<file path="src/rtl/quad_pkg.sv">
// Shared definitions for the quadrature step generator: FSM states,
// direction encoding and the phase-index to {A,B} mapping.
package quad_pkg;

  typedef enum logic {
    IDLE = 1'b0,
    RUN  = 1'b1
  } state_t;

  localparam logic DIR_FWD = 1'b1;
  localparam logic DIR_REV = 1'b0;

  // {A,B} for phase index 3..0, packed so index i sits at bits [2i+1:2i].
  // Index order 0..3 gives 00, 10, 11, 01: one channel toggles per step.
  localparam logic [7:0] PHASE_AB = 8'b01_11_10_00;

  function automatic logic [1:0] phase_to_ab(input logic [1:0] idx);
    return PHASE_AB[{idx, 1'b0} +: 2];
  endfunction

  // Next phase index; the 2-bit wrap gives mod-4 behaviour in both directions.
  function automatic logic [1:0] phase_step(input logic [1:0] idx, input logic dir);
    return (dir == DIR_FWD) ? (idx + 2'd1) : (idx - 2'd1);
  endfunction

endpackage

</file>
<file path="src/rtl/quad_pb_pulser.sv">
// Pushbutton one-shot: a request while the output is low produces a
// high pulse of exactly PB_CYCLES clocks; requests during the pulse are dropped.
module quad_pb_pulser #(
  parameter int PB_CYCLES = 1000
) (
  input  logic clk,
  input  logic rst,
  input  logic req,
  output logic pb
);

  localparam int TW = (PB_CYCLES > 1) ? $clog2(PB_CYCLES) : 1;

  logic [TW-1:0] timer;

  // Timer holds the number of high cycles still to follow the current one.
  always_ff @(posedge clk or posedge rst) begin
    if (rst) begin
      pb    <= 1'b0;
      timer <= '0;
    end else if (!pb) begin
      if (req) begin
        pb    <= 1'b1;
        timer <= TW'(PB_CYCLES - 1);
      end
    end else if (timer == '0) begin
      pb <= 1'b0;
    end else begin
      timer <= timer - TW'(1);
    end
  end

endmodule

</file>
<file path="src/rtl/quad_step_generator.sv">
// Quadrature encoder emulator: turns step commands into A/B quadrature
// edges spaced by a programmable period, tracks a 4-bit modelled position,
// and drives a pushbutton pulse on request.
//
// Command handshake: a command transfers on a rising clock edge where
// cmd_valid and cmd_ready are both high; cmd_dir/cmd_steps/step_period are
// sampled only in that cycle. cmd_ready is high exactly when the step
// engine is idle (including the cycle a previous command signals done).
module quad_step_generator
  import quad_pkg::*;
#(
  parameter int DIV_W          = 16,
  parameter int CNT_W          = 8,
  parameter int EDGES_PER_STEP = 4,
  parameter int PB_CYCLES      = 1000
) (
  input  logic             clk,
  input  logic             rst,
  input  logic [DIV_W-1:0] step_period,
  input  logic             cmd_valid,
  output logic             cmd_ready,
  input  logic             cmd_dir,
  input  logic [CNT_W-1:0] cmd_steps,
  input  logic             pb_req,
  output logic             A,
  output logic             B,
  output logic             PB,
  output logic             busy,
  output logic             done,
  output logic [3:0]       pos
);

  if (!(EDGES_PER_STEP == 1 || EDGES_PER_STEP == 2 || EDGES_PER_STEP == 4)) begin : g_bad_eps
    $error("EDGES_PER_STEP must be 1, 2 or 4");
  end
  if (PB_CYCLES < 1) begin : g_bad_pb
    $error("PB_CYCLES must be at least 1");
  end

  localparam int               REM_W    = CNT_W + 2;
  localparam logic [REM_W-1:0] EPS_MASK = REM_W'(EDGES_PER_STEP - 1);

  state_t             state;
  logic [1:0]         phase;
  logic               dir_q;
  logic [DIV_W-1:0]   per_q;
  logic [DIV_W-1:0]   div;
  logic [REM_W-1:0]   rem;
  logic [3:0]         pos_q;
  logic               a_q;
  logic               b_q;
  logic               done_q;

  logic [DIV_W-1:0]   period_eff;
  logic [REM_W-1:0]   total;
  logic               accept;
  logic               edge_fire;
  logic               edge_dir;
  logic [REM_W-1:0]   rem_src;
  logic [REM_W-1:0]   rem_dec;
  logic [1:0]         phase_nxt;
  logic               step_done;
  logic [3:0]         pos_nxt;

  assign period_eff = (step_period == '0) ? DIV_W'(1) : step_period;
  assign total      = REM_W'(cmd_steps) * REM_W'(EDGES_PER_STEP);
  assign accept     = (state == IDLE) && cmd_valid;

  // Decide whether an edge is registered this cycle. With a period of one
  // the first edge must be registered on the accepting clock itself so it
  // is visible one cycle after acceptance.
  always_comb begin
    edge_fire = 1'b0;
    edge_dir  = dir_q;
    rem_src   = rem;
    if (state == IDLE) begin
      if (accept && (cmd_steps != '0) && (period_eff == DIV_W'(1))) begin
        edge_fire = 1'b1;
        edge_dir  = cmd_dir;
        rem_src   = total;
      end
    end else if (div == DIV_W'(1)) begin
      edge_fire = 1'b1;
    end
    rem_dec   = rem_src - REM_W'(1);
    phase_nxt = phase_step(phase, edge_dir);
    step_done = (rem_dec & EPS_MASK) == '0;
    pos_nxt   = (edge_dir == DIR_FWD) ? (pos_q + 4'd1) : (pos_q - 4'd1);
  end

  // Step engine FSM with registered A/B, position and done outputs.
  always_ff @(posedge clk or posedge rst) begin
    if (rst) begin
      state  <= IDLE;
      phase  <= 2'd0;
      dir_q  <= DIR_FWD;
      per_q  <= DIV_W'(1);
      div    <= DIV_W'(1);
      rem    <= '0;
      pos_q  <= 4'd0;
      a_q    <= 1'b0;
      b_q    <= 1'b0;
      done_q <= 1'b0;
    end else begin
      done_q <= 1'b0;
      if (edge_fire) begin
        phase      <= phase_nxt;
        {a_q, b_q} <= phase_to_ab(phase_nxt);
        if (step_done) begin
          pos_q <= pos_nxt;
        end
      end
      case (state)
        IDLE: begin
          if (accept) begin
            dir_q <= cmd_dir;
            per_q <= period_eff;
            if (cmd_steps == '0) begin
              done_q <= 1'b1;
            end else if (period_eff == DIV_W'(1)) begin
              div <= DIV_W'(1);
              rem <= rem_dec;
              if (rem_dec == '0) begin
                done_q <= 1'b1;
              end else begin
                state <= RUN;
              end
            end else begin
              div   <= period_eff - DIV_W'(1);
              rem   <= total;
              state <= RUN;
            end
          end
        end
        RUN: begin
          if (div == DIV_W'(1)) begin
            div <= per_q;
            rem <= rem_dec;
            if (rem_dec == '0) begin
              done_q <= 1'b1;
              state  <= IDLE;
            end
          end else begin
            div <= div - DIV_W'(1);
          end
        end
        default: state <= IDLE;
      endcase
    end
  end

  assign cmd_ready = (state == IDLE);
  assign busy      = (state == RUN);
  assign done      = done_q;
  assign pos       = pos_q;
  assign A         = a_q;
  assign B         = b_q;

  quad_pb_pulser #(
    .PB_CYCLES(PB_CYCLES)
  ) u_pb (
    .clk(clk),
    .rst(rst),
    .req(pb_req),
    .pb (PB)
  );

endmodule

</file>
<file path="config.mk">
export PLATFORM = sky130hd
export DESIGN_NAME = quad_step_generator
export DESIGN_NICKNAME = d
export VERILOG_FILES = /design/src/rtl/quad_pkg.sv /design/src/rtl/quad_pb_pulser.sv /design/src/rtl/quad_step_generator.sv
export SDC_FILE = /design/constraint.sdc
export NUM_CORES = 1
export LEC_CHECK = 0
export ABC_AREA = 1
export CORE_MARGIN = 4
export CORE_UTILIZATION = 53
export CTS_BUF_LIST = sky130_fd_sc_hd__clkbuf_16
export DETAILED_ROUTE_END_ITERATION = 12
export GPL_TIMING_DRIVEN = 0
export PLACE_DENSITY = 0.79
export SETUP_SLACK_MARGIN = 0.3
export SYNTH_ARGS = -nofsm -noshare
export SYNTH_HDL_FRONTEND = slang
export SYNTH_HIERARCHICAL = 1
export SYNTH_SLANG_ARGS = --single-unit
</file>
<file path="constraint.sdc">
create_clock -name clk -period 2.66 [get_ports clk]
set_clock_uncertainty 0.1 [all_clocks]
set_input_delay 0.532 -clock clk [delete_from_list [all_inputs] [get_ports clk]]
set_output_delay 0.532 -clock clk [all_outputs]
set_load 0.02 [all_outputs]
</file>
==> results summary, run 1 <==
The required time at the endpoint of the critical path is 2.77 ns. STA classifies the critical path endpoint as a register. The area growth from synthesis to layout came out at 32.21%. The total number of yosys warnings came out at 6. The proportion of register bits with asynchronous set or reset after synthesis came out at 100.0%. The layout cell share with drive strength beyond 1 is 28.96%. The number of different library cells used by synthesis comes to 53. Summed over all nets, wire length on met2 after detailed routing comes to 6.602 mm. Dividing the detail-routed via count by the number of cells gives 5.762. The fmax is 331.0 MHz. During placement, the flow inserted port buffers numbering 38.

IR analysis of the VDD net gives a maximum drop of 393.4 µV. The number of nets with antenna violations after routing came out at 0. The CTS buffer count came out at 9. Pin placement for this block handled 39 I/O pins. The number of H-tree levels came out at 3. The number of DRC violations after detailed routing came out at 0. The final reports fail on setup timing.

The largest net degree at the start of global routing is 42. The critical path in this run is classified as input port to register. The final total power is 5208 µW. The number of sinks driven by the clock tree is 63. The final critical path takes up 113.6% of the cycle. The wire length reported by the detailed router is 13.21 mm.

The worst setup path is launched from an input port. The share of the Yosys chip area taken by registers is 35.41%. The detailed router put a total of 5.344 mm of wire on met1. Each instance of the synthesized netlist takes up on average 7.281 µm².

The amount of wire on met3 after detailed routing is 930 µm. The HPWL reported at the end of detailed placement is 8.623 mm. The routability-driven placement congestion ratio came out at 0.9717. The dominant cell type by area after synthesis is sky130_fd_sc_hd__dfrtp_1. Summing all multi-input logic gate instances after layout gives 2861 µm².

The clock transition time at the flip-flop clock pins of the worst setup and hold paths came out at 0.05 ns. The antenna diode instance count came out at 0. The highest metal layer carrying signal wires in the routed design is met4. The total core area is 8217 µm².

The total via count in the routed design is 4,604. The worst slew slack as a fraction of its limit is 62.70%. The first-pass GRT wire length is 20.84 mm. Setup repair after global routing could not meet its margin everywhere. Ranked by total cell area, the synthesized netlist is headed by sky130_fd_sc_hd__dfrtp_1 34%, sky130_fd_sc_hd__nand2_1 11%, sky130_fd_sc_hd__nor2_1 6.4%, sky130_fd_sc_hd__o21ai_0 6.2%, sky130_fd_sc_hd__inv_1 5.9%. The area occupied by registers is 1580 µm². The clock latency reported for the late side of the worst-skew pair came out at 0.34 ns. The floorplan step set the die width to 99.77 µm. The tightest hold path in the finished design has a slack of 0.3245 ns. The number of enable-type register cells in the synthesized netlist is 0. At the pin with the least slew margin, the transition time is 0.5595 ns. The net count of the finished layout is 728. For this run, the leading register cell type out of synthesis is sky130_fd_sc_hd__dfrtp_1. The post-synthesis sequential element count is 63. The CTS tree is yes. The reported max-cap violation count came out at 0.

The cell count after synthesis came out at 613. The die covers 9953 µm². The max-slew violation total from the final report was 0. The leakage power figure came out at 0.002813 µW.

The synthesized cell area is 4463 µm². The ratio of total power to cell area came out at 882.7 nW/µm². The number of antenna violations at the first check in global routing is 0. The smallest setup slack after layout came out at -0.3609 ns.

The clock root buffer master is sky130_fd_sc_hd__clkbuf_16. Global routing used 26.24% of the available tracks. The starting DRC count in detailed routing is 379. The total congestion overflow after global routing came out at 0.

The per-cell routed wire length is 16.54 µm. The number of fill cells in the layout is 584. The flow ran to the end, but the final reports show violations. In this run the worst hold path is classified as input port to register. The net count after synthesis is 652. The worst-path maximum fanout is 7.

The top-area cell type share of the netlist area is 33.64%. The final count of hold timing violations is 0. The maximum buffer depth of the clock tree came out at 2. The count of TritonRoute iterations in the first routing pass came out at 6. At the worst endpoint, the arrival time is 3.13 ns. The smallest clock period supported by the final layout is computed as 3.021 ns. The number of placed instances with taps included came out at 757.

The die height is 99.77 µm. The via count of the first global-routing pass is 4,453. The number of placement rows is 33.

The effective utilization at floorplan is 54.32%. The final setup violation count came out at 5. The final cell utilization of the core came out at 71.81%. The non-filler instance count after layout is 799.
## flip-flops by register name, indices dropped and copies added, names as in the netlist
register	count
rem	10
dir_q	1
u_pb/pb	1
div	16
busy	1
A	1
done	1
u_pb/timer	10
pos	4
per_q	16
phase	2
## repair_timing
item                       in CTS  in global routing
setup endpoints to repair      34                 34
buffers inserted               17                  9
gates resized for setup       112                 68
hold buffers                    0                  0
pin swaps                      24                 39
## kinds of logic after synthesis
group | synth area share, %
flip-flops | 35.41
XOR/XNOR | 2.944
buffers and inverters | 8.943
adder cells (fa/ha/maj) | 2.972
multiplexers | 0.5606
AND/OR/NAND/NOR | 33.00
AO/OA/AOI/OAI | 16.18
## cell type report
class | count | share of cell area, %
clock inverter | 7 | 0.8906
multi-input combinational | 455 | 48.49
clock buffer | 9 | 3.817
timing repair buffer | 65 | 10.58
tap | 105 | 2.226
sequential | 63 | 26.78
buffer | 15 | 1.951
inverter | 80 | 5.259
## metal layers
layer,vias up,global-route usage [%]
met3,42,4.418
met2,216,43.87
li1,2164,-
met5,-,0
met4,0,10.50
met1,2182,33.73
## critical path, stage by stage
cell and delay [ns]:
sky130_fd_sc_hd__clkdlybuf4s50_1 0.53, sky130_fd_sc_hd__nand2_2 0.12, sky130_fd_sc_hd__inv_2 0.19, sky130_fd_sc_hd__o21ai_4 0.11, sky130_fd_sc_hd__nor2_4 0.15, sky130_fd_sc_hd__buf_8 0.13, sky130_fd_sc_hd__mux2i_4 0.29, sky130_fd_sc_hd__ha_1 0.28
sky130_fd_sc_hd__and3_4 0.16, sky130_fd_sc_hd__a211oi_2 0.19, sky130_fd_sc_hd__inv_1 0.07, sky130_fd_sc_hd__nor2_1 0.17, sky130_fd_sc_hd__nor3b_4 0.06, sky130_fd_sc_hd__xor2_1 0.14
## cell usage after synthesis, drive strengths merged, types with 3 or more instances
master and instances:
buf 4, clkbuf 11, xor2 11, nand3 38, nor3 6, dfstp 3, nor2 92, nor4 4
xnor2 4, ha 9, o22ai 9, dfrtp 60, nand4 5, nand2 157, o31ai 3, a31oi 7
o21ai 69, inv 79, a21oi 19
## stage by stage
step | setup slack [ns] | TNS (ns) | cell area, µm²
after global routing | -0.5333 | -2.467 | 5901
after global placement | -1.282 | -41.37 | 5079
final | -0.3609 | -1.222 | 5901
after CTS | -0.2257 | -0.6943 | 5615
after floorplan | -0.4968 | -1.208 | 4567
after detailed placement | -1.346 | -25.80 | 5099
## power breakdown
group,internal [µW],leakage [µW],switching (µW)
clock,705,0.000149,421
sequential,1330,0.000767,323
combinational,958,0.00190,1470
total,2990,0.00281,2220
## layout by cell type, fill, tap and decap left out, drive strengths merged, types with 2 or more instances in the layout
master         instances
nand4                  5
o221ai                 2
clkinv                 3
clkdlybuf4s15          2
nor2                  92
nor3                   6
o21ai                 69
nand3b                 2
ha                     9
inv                   83
nor4                   4
dlymetal6s2s           4
clkdlybuf4s50         16
o31ai                  3
o21bai                 2
dfrtp                 60
dfstp                  3
buf                   45
a221oi                 2
a22oi                  2
nand3                 38
xnor2                  4
o211ai                 2
xor2                  11
a31oi                  7
nand2                157
a21oi                 19
o22ai                  9
dlygate4sd2            2
clkbuf                20
## worst paths after layout
check                                         to  slack, ns  cells after the start                  from
max in group asynchronous   per_q[0]$_DFFE_PP1P_       1.44                      3                   rst
max                           pos[3]$_DFFE_PP0P_      -0.36                     14             cmd_valid
min                        per_q[15]$_DFFE_PP0P_       0.32                      3       step_period[15]
min reg2reg                 per_q[6]$_DFFE_PP0P_       0.38                      2  per_q[6]$_DFFE_PP0P_
max reg2reg                   pos[3]$_DFFE_PP0P_      -0.32                     14        busy$_DFF_PP0_
min in group asynchronous     rem[8]$_DFFE_PP0P_       0.41                      2                   rst
(Power assumes the default switching activity.)
==> run 2: changes to the inputs <==
--- a/config.mk
+++ b/config.mk
@@ -5,8 +5,7 @@
 export SDC_FILE = /design/constraint.sdc
 export NUM_CORES = 1
 export LEC_CHECK = 0
-export ABC_AREA = 1
-export CORE_MARGIN = 4
+export CORE_MARGIN = 3
 export CORE_UTILIZATION = 53
 export CTS_BUF_LIST = sky130_fd_sc_hd__clkbuf_16
 export DETAILED_ROUTE_END_ITERATION = 12
==> run 2 against run 1 <==
The run still ends with setup timing left. Routed wire length grew 21%. Combinational power down 6%. Area after synthesis is 4.0% lower. Flip-flop and latch count is the same. Critical endpoint is now busy$_DFF_PP0_. Largest power group unchanged. Highest routed layer unchanged.
==> results summary, run 2 <==
For this design, the slowest cell found on the critical path is sky130_fd_sc_hd__or4_4. The sequential fraction of the synthesis area was 36.88% (+1.5 points). The clock latency reported for the late side of the worst-skew pair came out at 0.34 ns (about the same). After synthesis, the largest family of logic cells by area is simple AND/OR/NAND/NOR gates. The worst-path maximum fanout came out at 5 (-2). The final total power came to 5163 µW (-0.88%). The proportion of register bits with asynchronous set or reset after synthesis was 100.0% (unchanged). The compound-cell area share of the yosys netlist came out at 18.45% (+2.3 points). The worst setup path is of the input port to register kind. The die height came out at 95.92 µm (-3.9%).

The number of sinks driven by the clock tree came to 63 (unchanged). The wire length reported by the detailed router is 16.03 mm (+21%). The number of H-tree levels is 3 (unchanged). The routability-driven placement congestion ratio is 0.9168 (-5.6%). The maximum ir drop on the vdd rail is 545.1 µV (+39%).

The net switching component of the power is 2115 µW (-4.5%). From synthesis to final layout, the design area changed by 44.29%. The synthesized area per cell is 8.746 µm² (+20%). The worst-case register-to-register setup slack came out at -0.83 ns (-0.51 ns). The net count after synthesis is 529 (-19%). The number of enable-type register cells in the synthesized netlist is 0 (unchanged). The xor-xnor portion of the synthesized cell area came out at 7.358% (+4.4 points).

The effective utilization at floorplan was 54.89% (+0.57 points). The commonest cells after synthesis are 60 x sky130_fd_sc_hd__dfrtp_1, 60 x sky130_fd_sc_hd__nand2_1, 47 x sky130_fd_sc_hd__nor2_1. The per-cell routed wire length came out at 22.90 µm (+38%). The final reports fail on setup timing. The number of placement rows was 32 (-3.0%). The total core area was 7807 µm² (-5.0%). The post-place setup slack came out at -2.131 ns (-0.7850 ns). The first-pass GRT wire length is 22.45 mm (+7.7%). The starting DRC count in detailed routing was 395 (+4.2%).

The top-area cell type share of the netlist area came to 35.04% (+1.4 points). The maximum buffer depth of the clock tree is 2 (unchanged). The layout cell share with drive strength beyond 1 is 32.61% (+3.6 points).

The count of cell types in the netlist came out at 67 (+26%). Setup repair after global routing could not meet its margin everywhere. The number of buffers added on ports is 36 (-5.3%). The synthesized cell area came out at 4285 µm² (-4.0%). The reported max-cap violation count came out at 0 (unchanged).

In the layout the commonest cells are 60 x sky130_fd_sc_hd__dfrtp_1, 53 x sky130_fd_sc_hd__nand2_1, 43 x sky130_fd_sc_hd__nor2_1, 32 x sky130_fd_sc_hd__buf_4, 28 x sky130_fd_sc_hd__clkdlybuf4s50_1. The clock transition time at the flip-flop clock pins of the worst setup and hold paths is 0.06 ns (about the same). In the post-synthesis netlist, the biggest area contributors are sky130_fd_sc_hd__dfrtp_1 35%, sky130_fd_sc_hd__nand2_1 5.3%, sky130_fd_sc_hd__xnor2_1 4.3%, sky130_fd_sc_hd__mux2_2 4.2%, sky130_fd_sc_hd__nor2_1 4.1%. The number of placed instances with taps included is 629 (-17%).

The total global routing track utilization is 32.26% (+6.0 points). The total negative setup slack was -28.25 ns (-27.02 ns). The final setup violation count came out at 34 (+29).

The post-detailed-route via-to-cell ratio came out at 6.673 (+16%). The count of TritonRoute iterations in the first routing pass was 6 (unchanged). The CTS buffer count came out at 9 (unchanged). The number of DRC violations after detailed routing is 0 (unchanged). The largest incremental delay on the critical path is 0.52 ns (about the same). TritonCTS built the clock tree. The final period utilization is 148.3% (+35 points). The share of total power in the clock network is 20.7% (-0.9 points). The largest net degree at the start of global routing is 41 (-2.4%). The kind of end point of the critical path is a register. The shortest clock period the worst path allows after layout is 3.946 ns (+0.9246 ns). The HPWL reported at the end of detailed placement is 8.509 mm (-1.3%). The max-slew violation total from the final report is 0 (unchanged).

Leaving out fill and tap cells, the most frequent cell in the layout is sky130_fd_sc_hd__dfrtp_1. The total number of yosys warnings came to 6 (unchanged). The antenna diode instance count is 0 (unchanged). The cell-internal power is 3047 µW (+1.8%). The transition time at the pin with the least slew margin is 0.9964 ns (+0.4369 ns). The run finished, with violations left. For this run, the leading register cell type out of synthesis is sky130_fd_sc_hd__dfrtp_1. The required time at the endpoint of the critical path came out at 2.79 ns (+0.02 ns). The total congestion overflow after global routing is 0 (unchanged). The leakage power figure came out at 0.002512 µW (-11%). The part of the power in combinational logic is 44.4% (-2.2 points). The total via count in the routed design is 4,671 (+1.5%). The share of synthesized area spent on multiplexers came out at 6.336% (+5.8 points). The synthesized netlist cell count came out at 490 (-20%). The number of cells on the worst reg-to-reg path came out at 13 (-1).

The signal on the critical path passes through buf_4 > or4_4 > nor4_4 > a31oi_4 > inv_2 > ha_4 > nand2_4 > or3_4 > buf_6 > nand2_4 > ha_4 > nor3b_4 > xor2_2 > nor4_1 > a211o_1 > nand3_1 > a22o_1. The final count of hold timing violations came out at 0 (unchanged). The die area came out at 9201 µm² (-7.6%). The number of nets with antenna violations after routing came out at 0 (unchanged). The tightest min-delay check is of the input port to register type. The largest total area in the synthesized netlist belongs to sky130_fd_sc_hd__dfrtp_1.

The width of the chip came to 95.92 µm (-3.9%). The relative contribution of sequential cells to total power was 34.8% (+3.1 points). The count of hold buffers inserted by post-cts repair came out at 0 (unchanged).

The ratio of total power to cell area came out at 834.9 nW/µm² (-5.4%). The via count of the first global-routing pass came out at 4,512 (+1.3%). The arrival time of the worst setup path is 4.07 ns (+0.94 ns). The post-synthesis sequential element count is 63 (unchanged). The fmax came out at 253.5 MHz (-23%). The post-layout net count is 632 (-13%).

The critical path startpoint category is an input port. CTS placed an instance of sky130_fd_sc_hd__clkbuf_16 at the clock tree root. The smallest setup slack after layout came out at -1.286 ns (-0.9246 ns). The top-level port count came out at 39 (unchanged). The largest registers in the layout are div (16), per_q (16). The worst hold slack is 0.3380 ns (+0.01350 ns). The worst slew slack as a fraction of its limit is 33.02% (-30 points). The fraction of the mapped netlist area in simple logic gates came out at 23.94% (-9.1 points). The adder-cell share of the synthesized area came out at 3.095% (+0.12 points). The worst hold path depth is 2 (-1). The non-filler instance count after layout is 700 (-12%).

The number of antenna violations at the first check in global routing is 0 (unchanged). The fraction of power spent switching nets came out at 40.98% (-1.6 points).
-- run 2: changes by cell type in the layout (fill, tap and decap cells not counted), sizes merged, moves of 16 or more --
cell | previous run | this run
nor2 | 92 | 47
inv | 83 | 21
o21ai | 69 | 32
nand3 | 38 | 12
xnor2 | 4 | 21
nand2 | 157 | 63
buf | 45 | 68
mux2 | 1 | 17
-- run 2: repair_timing --
item	CTS	global route
setup buffers	36	16
endpoints found under the setup margin	35	39
gates resized for setup	120	56
gates cloned	3	0
pin swaps	40	35
-- run 2: layout make-up --
type | count | area [µm²]
buffer | 22 | 145.1
clock buffer | 9 | 225.2
clock inverter | 7 | 32.53
fill | 471 | 1624
inverter | 20 | 76.32
multi-input combinational | 386 | 3093
sequential | 63 | 1580
tap | 102 | 127.6
timing repair buffer | 91 | 903.4
-- run 2: path summary, 6_finish.rpt --
| check | start | endpoint |
|---|---|---|
| worst max-delay path | step_period[10] | busy$_DFF_PP0_ |
| worst min-delay path | step_period[9] | per_q[9]$_DFFE_PP0P_ |
| worst max register to register | busy$_DFF_PP0_ | busy$_DFF_PP0_ |
| worst min register to register | pos[3]$_DFFE_PP0P_ | pos[3]$_DFFE_PP0P_ |
| max in group asynchronous | rst | per_q[0]$_DFFE_PP1P_ |
| min in group asynchronous | rst | per_q[3]$_DFFE_PP0P_ |
-- run 2: logic make-up (layout without fill, tap and decap cells) --
kind of cell,count (synthesis),in the layout
muxes,25,25
DFF,63,63
xor gates and xnor gates,36,36
and+or+nand+nor,198,199
adders and majority gates,10,10
AOI/OAI and AO/OA,116,116
buffers and inverters,42,149
-- run 2: layer usage --
metal	global-route usage (%)	part of all wire [%]
met1	37.43	35
met2	52.40	49
met3	8.679	9.1
met4	20.85	6.7
met5	0	0
-- run 2: critical path, delay by kind of cell --
family,cells,cell delay [ns]
AND/OR/NAND/NOR,8,2.04
XOR/XNOR,1,0.12
buffers and inverters,3,0.44
adder cells (fa/ha/maj),2,0.33
AO/OA/AOI/OAI,3,0.59
-- run 2: power groups by stage --
stage | sequential, µW | combinational, µW | clock (µW)
4_1_cts | 1750 | 1930 | 1050
3_3_place_gp | 1720 | 1530 | 0
3_5_place_dp | 1740 | 1600 | 0
2_1_floorplan | 1640 | 1250 | 0
5_1_grt | 1830 | 2460 | 1110
6_report | 1800 | 2290 | 1070
-- run 2: per-stage QoR --
stage               instance area, µm²  utilization, %
detailed placement                4903           62.80
global route                      6183           79.20
CTS                               5801           74.29
finish                            6183           79.20
global placement                  4883           62.55
floorplan                         4395               -
==> run 3: changes to the inputs <==
--- a/config.mk
+++ b/config.mk
@@ -6,11 +6,11 @@
 export NUM_CORES = 1
 export LEC_CHECK = 0
 export CORE_MARGIN = 3
-export CORE_UTILIZATION = 53
+export CORE_UTILIZATION = 44
 export CTS_BUF_LIST = sky130_fd_sc_hd__clkbuf_16
 export DETAILED_ROUTE_END_ITERATION = 12
 export GPL_TIMING_DRIVEN = 0
-export PLACE_DENSITY = 0.79
+export PLACE_DENSITY = 0.68
 export SETUP_SLACK_MARGIN = 0.3
 export SYNTH_ARGS = -nofsm -noshare
 export SYNTH_HDL_FRONTEND = slang
==> run 3 against run 2 <==
The run still ends with setup timing left. Power decreased by 0.55%. Non-clock buffer count decreased by 3. Combinational power decreased by 3%. Sequential power about the same. Utilization decreased by 13 points. Fmax increased by 0.71%. Cell area increased by 0.12%. Critical endpoint is now done$_DFF_PP0_. Highest routed layer unchanged.
==> results summary, run 3 (synthesis results as in run 2) <==
The arrival time of the worst setup path is 4.01 ns (-0.06 ns). The cell at the slowest stage of the critical path is sky130_fd_sc_hd__or4_4. The worst hold path depth came out at 2 (unchanged). In the layout the commonest cells are 60 x sky130_fd_sc_hd__dfrtp_1, 56 x sky130_fd_sc_hd__nand2_1, 42 x sky130_fd_sc_hd__nor2_1, 32 x sky130_fd_sc_hd__buf_4, 28 x sky130_fd_sc_hd__clkdlybuf4s50_1. The effective utilization at floorplan is 45.73% (-9.2 points).

The worst hold slack was 0.3463 ns (+0.008332 ns). The total via count in the routed design is 4,326 (-7.4%). The share of total power in the clock network was 22.3% (+1.6 points). The clock transition time at the flip-flop clock pins of the worst setup and hold paths is 0.06 ns (about the same).

The post-place setup slack is -2.280 ns (-0.1483 ns). The most critical setup path has its startpoint at step_period[9]. The worst slew slack as a fraction of its limit was 29.34% (-3.7 points). The worst-path maximum fanout came to 4 (-1). By startpoint and endpoint, the worst setup path is classified as input port to register. The number of placement rows is 35 (+9.4%). The antenna diode instance count is 0 (unchanged). The number of DRC violations after detailed routing came to 0 (unchanged). The clock latency reported for the late side of the worst-skew pair came out at 0.33 ns (about the same).

The worst hold path begins at step_period[9]. Relative to the synthesized area, the layout overhead comes to 44.47%. The width of the chip is 104.7 µm (+9.1%). The cell-internal power came to 3136 µW (+2.9%).

The total global routing track utilization came to 24.21% (-8.1 points). The final count of hold timing violations is 0 (unchanged). The number of H-tree levels came to 3 (unchanged). Traced cell by cell, the critical path runs through buf_8 > or4_4 > nor4_4 > a31oi_4 > inv_2 > ha_4 > nand2_4 > or3_4 > buf_12 > nand2_8 > ha_4 > nor3b_4 > xor2_1 > buf_4 > nor4_4 > a211o_1 > o211ai_1 > o21ai_1. The smallest setup slack after layout came out at -1.258 ns (+0.02777 ns). The count of TritonRoute iterations in the first routing pass is 5 (-1). Setup repair after global routing could not meet its margin everywhere. The worst path buffer plus inverter count is 4 (+1). The number of cells on the worst reg-to-reg path is 14 (+1). The final reports fail on setup timing. The hold-critical path endpoint is per_q[9]$_DFFE_PP0P_.

The CTS buffer count is 9 (unchanged). The net switching component of the power is 1998 µW (-5.5%). The number of sinks driven by the clock tree is 63 (unchanged). The fmax came out at 255.2 MHz (+0.71%). The reg-to-reg startpoint is busy$_DFF_PP0_. The worst setup path is captured at a register. The maximum buffer depth of the clock tree came out at 2 (unchanged). The final setup violation count is 31 (-8.8%). The fraction of power spent switching nets came out at 38.92% (-2.1 points). The leading cell type in the layout, fill and taps excluded is sky130_fd_sc_hd__dfrtp_1.

The wire length reported by the detailed router came out at 13.86 mm (-14%). Clock tree synthesis selected as its root buffer the cell sky130_fd_sc_hd__clkbuf_16. The count of hold buffers inserted by post-cts repair is 0 (unchanged).

The top-level port count came to 39 (unchanged). The leakage power figure is 0.002472 µW (-1.6%). The number of fill cells in the layout is 728 (+55%).

The number of nets with antenna violations after routing came out at 0 (unchanged). The total negative setup slack came out at -16.86 ns (+11.39 ns). The ratio of total power to cell area came out at 829.3 nW/µm² (-0.68%).

The number of antenna violations at the first check in global routing came to 0 (unchanged). The total core area is 9371 µm² (+20%). The first-pass GRT wire length was 21.11 mm (-6.0%). The post-detailed-route via-to-cell ratio was 5.983 (-10%). In this run the critical register-to-register path is captured at done$_DFF_PP0_. The largest incremental delay on the critical path is 0.55 ns (+0.03 ns).

The layout cell share with drive strength beyond 1 was 31.65% (-0.96 points). The worst-case register-to-register setup slack came out at -0.85 ns (-0.02 ns). The relative contribution of sequential cells to total power came out at 34.6% (-0.2 points). The per-cell routed wire length is 19.17 µm (-16%).

The routability-driven placement congestion ratio is 0.8724 (-4.8%). The starting DRC count in detailed routing came to 217 (-45%). In the final layout, the registers with the most flip-flops are div (16), per_q (16). The max-slew violation total from the final report came out at 0 (unchanged).

The shortest clock period the worst path allows after layout was 3.918 ns (-0.02777 ns). TritonCTS built the clock tree. The die height is 104.7 µm (+9.1%). The final period utilization came out at 147.3% (-1.0 points). The transition time at the pin with the least slew margin came out at 1.052 ns (+0.05541 ns). The reported max-cap violation count is 0 (unchanged).

The maximum ir drop on the vdd rail is 587.0 µV (+7.7%). The flow ran to the end, but the final reports show violations. The largest net degree at the start of global routing came out at 37 (-9.8%). The worst setup path is launched from an input port. The post-layout net count is 628 (-0.63%). The worst hold path belongs to the class input port to register. The required time at the endpoint of the critical path is 2.75 ns (-0.04 ns).

Grouping stages by cell kind, the critical path spends the most delay in simple AND/OR/NAND/NOR gates. The number of buffers added on ports is 36 (unchanged). The total congestion overflow after global routing came out at 0 (unchanged). The part of the power in combinational logic came out at 43.2% (-1.2 points). The HPWL reported at the end of detailed placement is 8.440 mm (-0.81%). The via count of the first global-routing pass came to 4,138 (-8.3%). The die area came to 10,960 µm² (+19%).
[run 3: cell count changes in the layout (fill, tap and decap cells not counted), sizes merged]
cell | previous run | this run
clkinv | 5 | 4
clkbuf | 26 | 24
bufinv | 0 | 1
nand2 | 63 | 62
buf | 68 | 67
[run 3: power groups by stage]
stage,logic [µW],clock network (µW),registers [µW]
floorplan,1250,0,1640
global placement,1560,0,1720
detailed placement,1620,0,1730
CTS,1920,1150,1730
global route,2410,1200,1830
finish,2220,1140,1770
[run 3: stage by stage]
step | area, µm² | std cells | util, % | power [µW]
finish | 6191 | 723 | 66.06 | 5134
detailed placement | 4937 | 656 | 52.68 | 3349
global placement | 4917 | 655 | 52.47 | 3280
floorplan | 4395 | 490 | - | 2890
global route | 6191 | 723 | 66.06 | 5444
CTS | 5768 | 703 | 61.55 | 4812
[run 3: area by class of cell]
cell class	instances	area [µm²]	share of cell area, %
Timing Repair Buffer	88	852.1	13.76
Buffer	22	150.1	2.425
Tap cell	129	161.4	2.607
Sequential cell	63	1580	25.53
Multi-Input combinational cell	385	3088	49.88
Inverter	20	76.32	1.233
Clock buffer	9	225.2	3.638
Clock inverter	7	57.56	0.9297
[run 3: repair_timing]
item / in CTS / in global routing
setup buffers: 29 / 20
pin swaps: 29 / 34
gates resized for setup: 108 / 66
setup endpoints to repair: 35 / 39
gates cloned: 2 / 0
[run 3: worst max-delay path by stage]
stage / end / slack [ns] / cells past startpoint
floorplan: done$_DFF_PP0_ / -1.19 / 17
global placement: done$_DFF_PP0_ / -2.19 / 18
detailed placement: busy$_DFF_PP0_ / -2.28 / 18
CTS: done$_DFF_PP0_ / -1.09 / 18
global route: done$_DFF_PP0_ / -1.37 / 18
finish: done$_DFF_PP0_ / -1.26 / 18
[run 3: metal layers]
layer	up-vias	wire, µm	global-route usage [%]	share of wire (%)
met5	-	0	0	0
met4	0	488	9.934	3.5
met3	40	941	5.930	6.8
met2	183	6828	40.31	49
met1	2111	5600	30.08	40
li1	1992	-	-	-
